--- config.mk ---
export PLATFORM = sky130hd
export DESIGN_NAME = spi_slave_flat
export DESIGN_NICKNAME = d
export VERILOG_FILES = /design/src/rtl/spi_pkg.sv /design/src/rtl/spi_slave_if.sv /design/src/rtl/spi_sync_edge.sv /design/src/rtl/spi_slave.sv /design/src/flat_wrapper.sv
export SDC_FILE = /design/constraint.sdc
export NUM_CORES = 1
export LEC_CHECK = 0
export CORE_MARGIN = 1
export CORE_UTILIZATION = 45
export DETAILED_ROUTE_END_ITERATION = 8
export PLACE_DENSITY_LB_ADDON = 0.05
export SETUP_SLACK_MARGIN = 0.1
export SKIP_CTS_REPAIR_TIMING = 1
export SLEW_MARGIN = 5
export SYNTH_ARGS = -nofsm -noshare
export SYNTH_HDL_FRONTEND = slang
export SYNTH_SLANG_ARGS = --single-unit
export TNS_END_PERCENT = 50
--- constraint.sdc ---
create_clock -name clk -period 2.2 [get_ports clk]
set_input_delay 0.66 -clock clk [delete_from_list [all_inputs] [get_ports clk]]
set_output_delay 0.66 -clock clk [all_outputs]
set_load 0.01 [all_outputs]
--- src/rtl/spi_pkg.sv ---
// Shared SPI definitions for the slave and the companion master.
// Contents: FSM state encodings, default word width, Mode 0 clock constants.
package spi_pkg;

  localparam int unsigned DATA_W_DEF = 8;

  // Mode 0: sclk idles low, data sampled on the rising edge.
  localparam logic SPI_CPOL = 1'b0;
  localparam logic SPI_CPHA = 1'b0;

  localparam logic [1:0] ST_IDLE  = 2'd0;
  localparam logic [1:0] ST_LOAD  = 2'd1;
  localparam logic [1:0] ST_SHIFT = 2'd2;

endpackage

--- src/rtl/spi_slave_if.sv ---
// Bus bundle between the SPI slave and its surroundings.
// Signals: sclk/ss_n/mosi (from SPI master), miso/miso_oe (to pad),
//          tx_data/tx_load/tx_ready (tx buffer write side),
//          rx_data/rx_valid (received words), busy, underrun (status).
// Modports: slave (the spi_slave block), master (everything driving it).
interface spi_slave_if #(
  parameter int unsigned DATA_W = spi_pkg::DATA_W_DEF
);
  logic              sclk;
  logic              ss_n;
  logic              mosi;
  logic              miso;
  logic              miso_oe;
  logic [DATA_W-1:0] tx_data;
  logic              tx_load;
  logic              tx_ready;
  logic [DATA_W-1:0] rx_data;
  logic              rx_valid;
  logic              busy;
  logic              underrun;

  modport slave (
    input  sclk, ss_n, mosi, tx_data, tx_load,
    output miso, miso_oe, tx_ready, rx_data, rx_valid, busy, underrun
  );

  modport master (
    output sclk, ss_n, mosi, tx_data, tx_load,
    input  miso, miso_oe, tx_ready, rx_data, rx_valid, busy, underrun
  );
endinterface

--- src/rtl/spi_sync_edge.sv ---
// Multi-flop synchroniser with rise/fall detection in the clk domain.
// Ports: clk, rst_n (async active-low), i_async (asynchronous input),
//        o_sync (synchronised level), o_rise / o_fall (one-cycle edge pulses).
// RESET_VAL sets the idle level the chain (and edge history) resets to,
// so no spurious edge appears when reset is released.
module spi_sync_edge #(
  parameter int unsigned SYNC_STAGES = 2,
  parameter logic        RESET_VAL   = 1'b0
) (
  input  logic clk,
  input  logic rst_n,
  input  logic i_async,
  output logic o_sync,
  output logic o_rise,
  output logic o_fall
);

  logic [SYNC_STAGES-1:0] r_sync;
  logic                   r_prev;

  always_ff @(posedge clk or negedge rst_n) begin
    if (!rst_n) begin
      r_sync <= {SYNC_STAGES{RESET_VAL}};
      r_prev <= RESET_VAL;
    end else begin
      r_sync <= {r_sync[SYNC_STAGES-2:0], i_async};
      r_prev <= r_sync[SYNC_STAGES-1];
    end
  end

  assign o_sync = r_sync[SYNC_STAGES-1];
  assign o_rise =  o_sync & ~r_prev;
  assign o_fall = ~o_sync &  r_prev;

endmodule

--- src/rtl/spi_slave.sv ---
// SPI Mode 0 slave, oversampled in the clk domain (nothing is clocked by sclk).
// Ports: clk, rst_n (async active-low) and the spi_slave_if.slave bundle:
//   sclk/ss_n/mosi in, miso/miso_oe out, tx_data/tx_load in, tx_ready out,
//   rx_data/rx_valid out, busy out, underrun out (sticky).
// Build option: define SPI_SLAVE_LSB_FIRST_EN for LSB-first shifting on both
// directions; default is MSB first.
module spi_slave
  import spi_pkg::*;
#(
  parameter int unsigned DATA_W      = DATA_W_DEF,
  parameter int unsigned SYNC_STAGES = 2
) (
  input  logic        clk,
  input  logic        rst_n,
  spi_slave_if.slave  bus
);

  localparam int unsigned CNT_W = $clog2(DATA_W + 1);

  function automatic logic [DATA_W-1:0] f_rx_shift(input logic [DATA_W-1:0] cur,
                                                   input logic b);
`ifdef SPI_SLAVE_LSB_FIRST_EN
    return {b, cur[DATA_W-1:1]};
`else
    return {cur[DATA_W-2:0], b};
`endif
  endfunction

  function automatic logic f_first_bit(input logic [DATA_W-1:0] v);
`ifdef SPI_SLAVE_LSB_FIRST_EN
    return v[0];
`else
    return v[DATA_W-1];
`endif
  endfunction

  function automatic logic [DATA_W-1:0] f_tx_advance(input logic [DATA_W-1:0] v);
`ifdef SPI_SLAVE_LSB_FIRST_EN
    return v >> 1;
`else
    return v << 1;
`endif
  endfunction

  logic w_sclk_sync, w_sclk_rise, w_sclk_fall;
  logic w_ss_sync,   w_ss_rise,   w_ss_fall;
  logic w_mosi_sync, w_mosi_rise, w_mosi_fall;

  spi_sync_edge #(.SYNC_STAGES(SYNC_STAGES), .RESET_VAL(SPI_CPOL)) u_sync_sclk (
    .clk(clk), .rst_n(rst_n), .i_async(bus.sclk),
    .o_sync(w_sclk_sync), .o_rise(w_sclk_rise), .o_fall(w_sclk_fall)
  );

  spi_sync_edge #(.SYNC_STAGES(SYNC_STAGES), .RESET_VAL(1'b1)) u_sync_ss (
    .clk(clk), .rst_n(rst_n), .i_async(bus.ss_n),
    .o_sync(w_ss_sync), .o_rise(w_ss_rise), .o_fall(w_ss_fall)
  );

  spi_sync_edge #(.SYNC_STAGES(SYNC_STAGES), .RESET_VAL(1'b0)) u_sync_mosi (
    .clk(clk), .rst_n(rst_n), .i_async(bus.mosi),
    .o_sync(w_mosi_sync), .o_rise(w_mosi_rise), .o_fall(w_mosi_fall)
  );

  // Deselect is acted on by level, so the ss_n rise pulse is not needed.
  logic w_unused_sync;
  assign w_unused_sync = &{1'b0, w_sclk_sync, w_ss_rise, w_mosi_rise, w_mosi_fall};

  logic [1:0]        r_state;
  logic [DATA_W-1:0] r_tx_buf;
  logic              r_tx_full;
  logic [DATA_W-1:0] r_tx_shift;
  logic [DATA_W-1:0] r_rx_shift;
  logic [CNT_W-1:0]  r_bit_cnt;
  logic              r_word_done;
  logic              r_miso;
  logic              r_miso_oe;
  logic [DATA_W-1:0] r_rx_data;
  logic              r_rx_valid;
  logic              r_underrun;

  logic              w_consume;
  logic [DATA_W-1:0] w_load_val;
  logic [DATA_W-1:0] w_rx_next;
  logic [DATA_W-1:0] w_tx_next;

  // Buffer is consumed at LOAD and at the first sclk fall after a word ends,
  // unless deselect wins the same cycle.
  assign w_consume  = ~w_ss_sync &
                      ((r_state == ST_LOAD) ||
                       ((r_state == ST_SHIFT) && w_sclk_fall && r_word_done));
  assign w_load_val = r_tx_full ? r_tx_buf : '0;
  assign w_rx_next  = f_rx_shift(r_rx_shift, w_mosi_sync);
  assign w_tx_next  = f_tx_advance(r_tx_shift);

  always_ff @(posedge clk or negedge rst_n) begin
    if (!rst_n) begin
      r_state     <= ST_IDLE;
      r_tx_buf    <= '0;
      r_tx_full   <= 1'b0;
      r_tx_shift  <= '0;
      r_rx_shift  <= '0;
      r_bit_cnt   <= '0;
      r_word_done <= 1'b0;
      r_miso      <= 1'b0;
      r_miso_oe   <= 1'b0;
      r_rx_data   <= '0;
      r_rx_valid  <= 1'b0;
      r_underrun  <= 1'b0;
    end else begin
      r_rx_valid <= 1'b0;

      // A consume frees the slot before a same-cycle write is considered.
      if (bus.tx_load && (!r_tx_full || w_consume)) begin
        r_tx_buf  <= bus.tx_data;
        r_tx_full <= 1'b1;
        if (w_ss_sync) r_underrun <= 1'b0;
      end else if (w_consume) begin
        r_tx_full <= 1'b0;
      end

      if ((r_state != ST_IDLE) && w_ss_sync) begin
        r_state     <= ST_IDLE;
        r_miso_oe   <= 1'b0;
        r_miso      <= 1'b0;
        r_bit_cnt   <= '0;
        r_word_done <= 1'b0;
        r_rx_shift  <= '0;
      end else begin
        case (r_state)
          ST_IDLE: begin
            r_miso    <= 1'b0;
            r_miso_oe <= 1'b0;
            if (w_ss_fall) r_state <= ST_LOAD;
          end
          ST_LOAD: begin
            r_tx_shift  <= w_load_val;
            r_miso      <= f_first_bit(w_load_val);
            r_miso_oe   <= 1'b1;
            r_bit_cnt   <= '0;
            r_word_done <= 1'b0;
            r_rx_shift  <= '0;
            if (!r_tx_full) r_underrun <= 1'b1;
            r_state <= ST_SHIFT;
          end
          ST_SHIFT: begin
            if (w_sclk_rise) begin
              r_rx_shift <= w_rx_next;
              if (r_bit_cnt == CNT_W'(DATA_W - 1)) begin
                r_rx_data   <= w_rx_next;
                r_rx_valid  <= 1'b1;
                r_bit_cnt   <= '0;
                r_word_done <= 1'b1;
              end else begin
                r_bit_cnt <= r_bit_cnt + 1'b1;
              end
            end else if (w_sclk_fall) begin
              if (r_word_done) begin
                r_tx_shift  <= w_load_val;
                r_miso      <= f_first_bit(w_load_val);
                r_word_done <= 1'b0;
                if (!r_tx_full) r_underrun <= 1'b1;
              end else begin
                r_tx_shift <= w_tx_next;
                r_miso     <= f_first_bit(w_tx_next);
              end
            end
          end
          default: r_state <= ST_IDLE;
        endcase
      end
    end
  end

  assign bus.miso     = r_miso;
  assign bus.miso_oe  = r_miso_oe;
  assign bus.tx_ready = ~r_tx_full;
  assign bus.rx_data  = r_rx_data;
  assign bus.rx_valid = r_rx_valid;
  assign bus.busy     = ~w_ss_sync;
  assign bus.underrun = r_underrun;

endmodule

--- src/flat_wrapper.sv ---
// flat-port wrapper written by rule: the top's interface ports become plain ports
module spi_slave_flat import spi_pkg::*;
#(
  parameter int unsigned DATA_W      = DATA_W_DEF,
  parameter int unsigned SYNC_STAGES = 2
)
  (clk, rst_n, bus_sclk, bus_ss_n, bus_mosi, bus_tx_data, bus_tx_load, bus_miso, bus_miso_oe, bus_tx_ready, bus_rx_data, bus_rx_valid, bus_busy, bus_underrun);
  spi_slave_if #(.DATA_W(DATA_W)) bus_i ();
  input  logic clk;
  input  logic rst_n;
  input wire logic [$bits(bus_i.sclk)-1:0] bus_sclk;
  input wire logic [$bits(bus_i.ss_n)-1:0] bus_ss_n;
  input wire logic [$bits(bus_i.mosi)-1:0] bus_mosi;
  input wire logic [$bits(bus_i.tx_data)-1:0] bus_tx_data;
  input wire logic [$bits(bus_i.tx_load)-1:0] bus_tx_load;
  output wire logic [$bits(bus_i.miso)-1:0] bus_miso;
  output wire logic [$bits(bus_i.miso_oe)-1:0] bus_miso_oe;
  output wire logic [$bits(bus_i.tx_ready)-1:0] bus_tx_ready;
  output wire logic [$bits(bus_i.rx_data)-1:0] bus_rx_data;
  output wire logic [$bits(bus_i.rx_valid)-1:0] bus_rx_valid;
  output wire logic [$bits(bus_i.busy)-1:0] bus_busy;
  output wire logic [$bits(bus_i.underrun)-1:0] bus_underrun;
  assign bus_i.sclk = bus_sclk;
  assign bus_i.ss_n = bus_ss_n;
  assign bus_i.mosi = bus_mosi;
  assign bus_i.tx_data = bus_tx_data;
  assign bus_i.tx_load = bus_tx_load;
  assign bus_miso = bus_i.miso;
  assign bus_miso_oe = bus_i.miso_oe;
  assign bus_tx_ready = bus_i.tx_ready;
  assign bus_rx_data = bus_i.rx_data;
  assign bus_rx_valid = bus_i.rx_valid;
  assign bus_busy = bus_i.busy;
  assign bus_underrun = bus_i.underrun;
  spi_slave #(.DATA_W(DATA_W), .SYNC_STAGES(SYNC_STAGES)) u_core (.clk(clk), .rst_n(rst_n), .bus(bus_i));
endmodule
==> flow_summary.yaml <==
outcome:
  status: "completed"
logic_synthesis:
  synth_xor_area_frac: 0
  ys.warnings.count: 0
  syn_area_per_cell_sq_um: 11.99
  synth-simple-area-share: 0.1146
  ys_top_cells_by_area: "dfrtp_1, mux2_2, a22o_1"
  synth.distinct_cells: 39
  synth.most_common_cell: "dfrtp_1"
  synthAdderAreaFrac: 0.03971
  async_flop_share: 1.000
  synthMuxAreaShare: 0.1027
  ys_ff_latch: 50
  synth_compound_area_frac: 0.1299
  synth_edf_count: 0
  synth_top_family_by_area: "compound AO/OA/AOI/OAI gates"
  synthesis.nets: 205
  synthCells: 184
  synth_top_area_frac: 0.5332
  yosysSeqAreaShare: 0.5689
  yosys_most_used_dff: "dfrtp_1"
  syn-cell-area_sq_mm: 0.002206
  synth_top_area_cell: "dfrtp_1"
  netlist_top_cells_count: "dfrtp_1, mux2_2, nand2_1"
clock_network:
  path_clk_slew_ns: 0.09
  numCtsBuffers: 5
  clk_path_buf_depth: 2
  numClockSinks: 50
  insertion_delay_ns: 0.30
  cts_htree_levels: 2
  ctsRootBufferMaster: "clkbuf_8"
  cts_tree: "done"
detailed_routing:
  drtAntennaViolNets: 0
  wl_um: 3966
  vias: 1463
  wl_per_cell_um: 14.01
  drt_iter0_drc: 46
  vias_per_cell: 5.170
  firstDrtPassIters: 4
  drc: 0
setup_path:
  reg2reg_depth: 6
  crit_type: "flip-flop to primary output"
  cp_max_fo: 6
  cp-start-kind: "flip-flop"
  worstPathRequired_ns: 1.54
  cp.arrival_ns: 1.35
  worstReg2RegEnd: "u_core.bus.rx_data[4]"
  r2r_slack_ns: 0.24
  endpoint: "bus_tx_ready"
  crit_start: "u_core.r_tx_full"
  r2r-start: "u_core.r_state[0]"
  cp-end-kind: "primary output"
floorplanning:
  num_io_pins: 28
  die_w_um: 72.02
  die_y_um: 72.02
  core_sq_mm: 0.004723
  rows: 25
  die_area_sq_mm: 0.005186
  start_util: 0.4670
global_route:
  grt-ovfl-total: 0
  antenna_found_initial: 0
  grt_pass1_wl_um: 7003
  gr-usage-all-layers: 0.1743
  grt_max_degree: 51
  grt_pass1_vias: 1575
placement:
  place_congestion: 0.7890
  dp_hpwl_um: 2795
  portBuffers: 27
  place_ws_ns: 0.1875
pwr:
  vdd_ir_drop_max_mv: 0.3863
  totalPowerFinal_uw: 2791
  p_leak_uw: 0.001196
  powerDensity_mw_per_mm2: 1050
sta:
  setup_tns_ns: 0
  setup_viol: 0
  rsz0062_at_grt: "true"
  finalCritPeriodShare: 0.9157
  hold_viol_final: 0
  final_max_slew_viol_count: 0
  fin_crit_ns: 2.015
  slew-limit-headroom: 0.6572
  hold_slack_ns: 0.3306
  worst_pin_slew_ns: 0.5143
  setup_ws_ns: 0.1854
  max_freq_mhz: 496.4
  finClkSkew_ns: 0.007671
cells_and_area:
  diodes: 0
  syn_to_final_growth_pct: 20.48
  drive_above_1_share: 0.1806
  finalNetCount: 236
  nFillCells: 403
hold_path:
  min_path_type: "primary input to async pin"
job:
  drv_cap: 0
## state kept, by name, indices dropped and copies added, names as in the netlist, 2 cells and up
signal                     flops
u_core.r_tx_shift              7
u_core.r_bit_cnt               4
u_core.u_sync_sclk.r_sync      2
u_core.u_sync_ss.r_sync        2
u_core.r_tx_buf                8
u_core.bus.rx_data             8
u_core.r_state                 2
u_core.u_sync_mosi.r_sync      2
u_core.r_rx_shift              7
## layer usage
metal  routed length, um  part of all wire  vias up  track usage
li1                    -                 -      710            -
met1                1821              0.46      716       0.2185
met4                  55             0.014        0      0.06754
met3                 142             0.036        6      0.04167
met5                   0                 0        -            0
met2                1946              0.49       31       0.2935
## worst min path at each step
| stage | start | to | slack, ns | cells past startpoint |
|---|---|---|---|---|
| floorplan | u_core.u_sync_mosi.r_sync[0] | u_core.u_sync_mosi.r_sync[1] | 0.33 | 0 |
| global placement | u_core.u_sync_sclk.r_sync[0] | u_core.u_sync_sclk.r_sync[1] | 0.33 | 0 |
| detailed placement | u_core.u_sync_sclk.r_sync[0] | u_core.u_sync_sclk.r_sync[1] | 0.33 | 0 |
| CTS | rst_n | u_core.r_tx_buf[0] | 0.34 | 2 |
| global route | rst_n | u_core.r_tx_buf[2] | 0.35 | 2 |
| finish | rst_n | u_core.r_tx_buf[0] | 0.33 | 2 |
## worst max-delay path, cell delays in order, from the launching register on
cell	delay, ns
dfrtp_2	0.45
inv_1	0.08
clkdlybuf4s50_1	0.53
## power breakdown
| group | total, uW | internal, uW | switching [uW] |
|---|---|---|---|
| sequential | 1240 | 1120 | 124 |
| clock | 637 | 339 | 297 |
| combinational | 914 | 420 | 494 |
| total | 2790 | 1880 | 915 |
## logic make-up (layout without fill, tap and decap cells)
logic type / count (synthesis) / count (layout)
AND/OR/NAND/NOR: 49 / 49
flip-flops: 50 / 50
adder cells (fa/ha/maj): 7 / 7
buffers and inverters: 18 / 50
multiplexers: 20 / 20
AO/OA/AOI/OAI: 40 / 40
## metrics by stage
step | instance area [sq um] | cells | util
floorplan | 2206 | 184 | -
global placement | 2530 | 273 | 0.5356
detailed placement | 2530 | 273 | 0.5356
CTS | 2640 | 281 | 0.5589
global route | 2658 | 283 | 0.5626
finish | 2658 | 283 | 0.5626
## cell type report
cell class | instances | area, sq um | share of cell area
flip-flops and latches | 50 | 1256 | 0.4727
multi-input cells | 116 | 854.6 | 0.3216
repair buffers | 32 | 315.3 | 0.1186
well taps | 67 | 83.83 | 0.03154
clock buffers | 6 | 72.57 | 0.02731
clock inverters | 2 | 37.54 | 0.01412
inverters | 10 | 37.54 | 0.01412
## placed cells by master, fill, tap and decap left out, types with 3 or more instances in the layout
cell type / netlist / layout
buf_4: 1 / 4
nand2_1: 13 / 13
nor2b_1: 4 / 4
o21ai_0: 6 / 6
a22o_1: 11 / 11
nand3_1: 7 / 7
inv_1: 10 / 10
nand2b_1: 4 / 4
a21oi_1: 5 / 5
mux2_2: 16 / 16
nor2_1: 9 / 9
clkdlybuf4s50_1: 0 / 26
a31oi_1: 8 / 8
dfstp_2: 3 / 3
dfrtp_1: 47 / 46
ha_1: 7 / 7
clkbuf_8: 0 / 5
(Power assumes the default switching activity.)
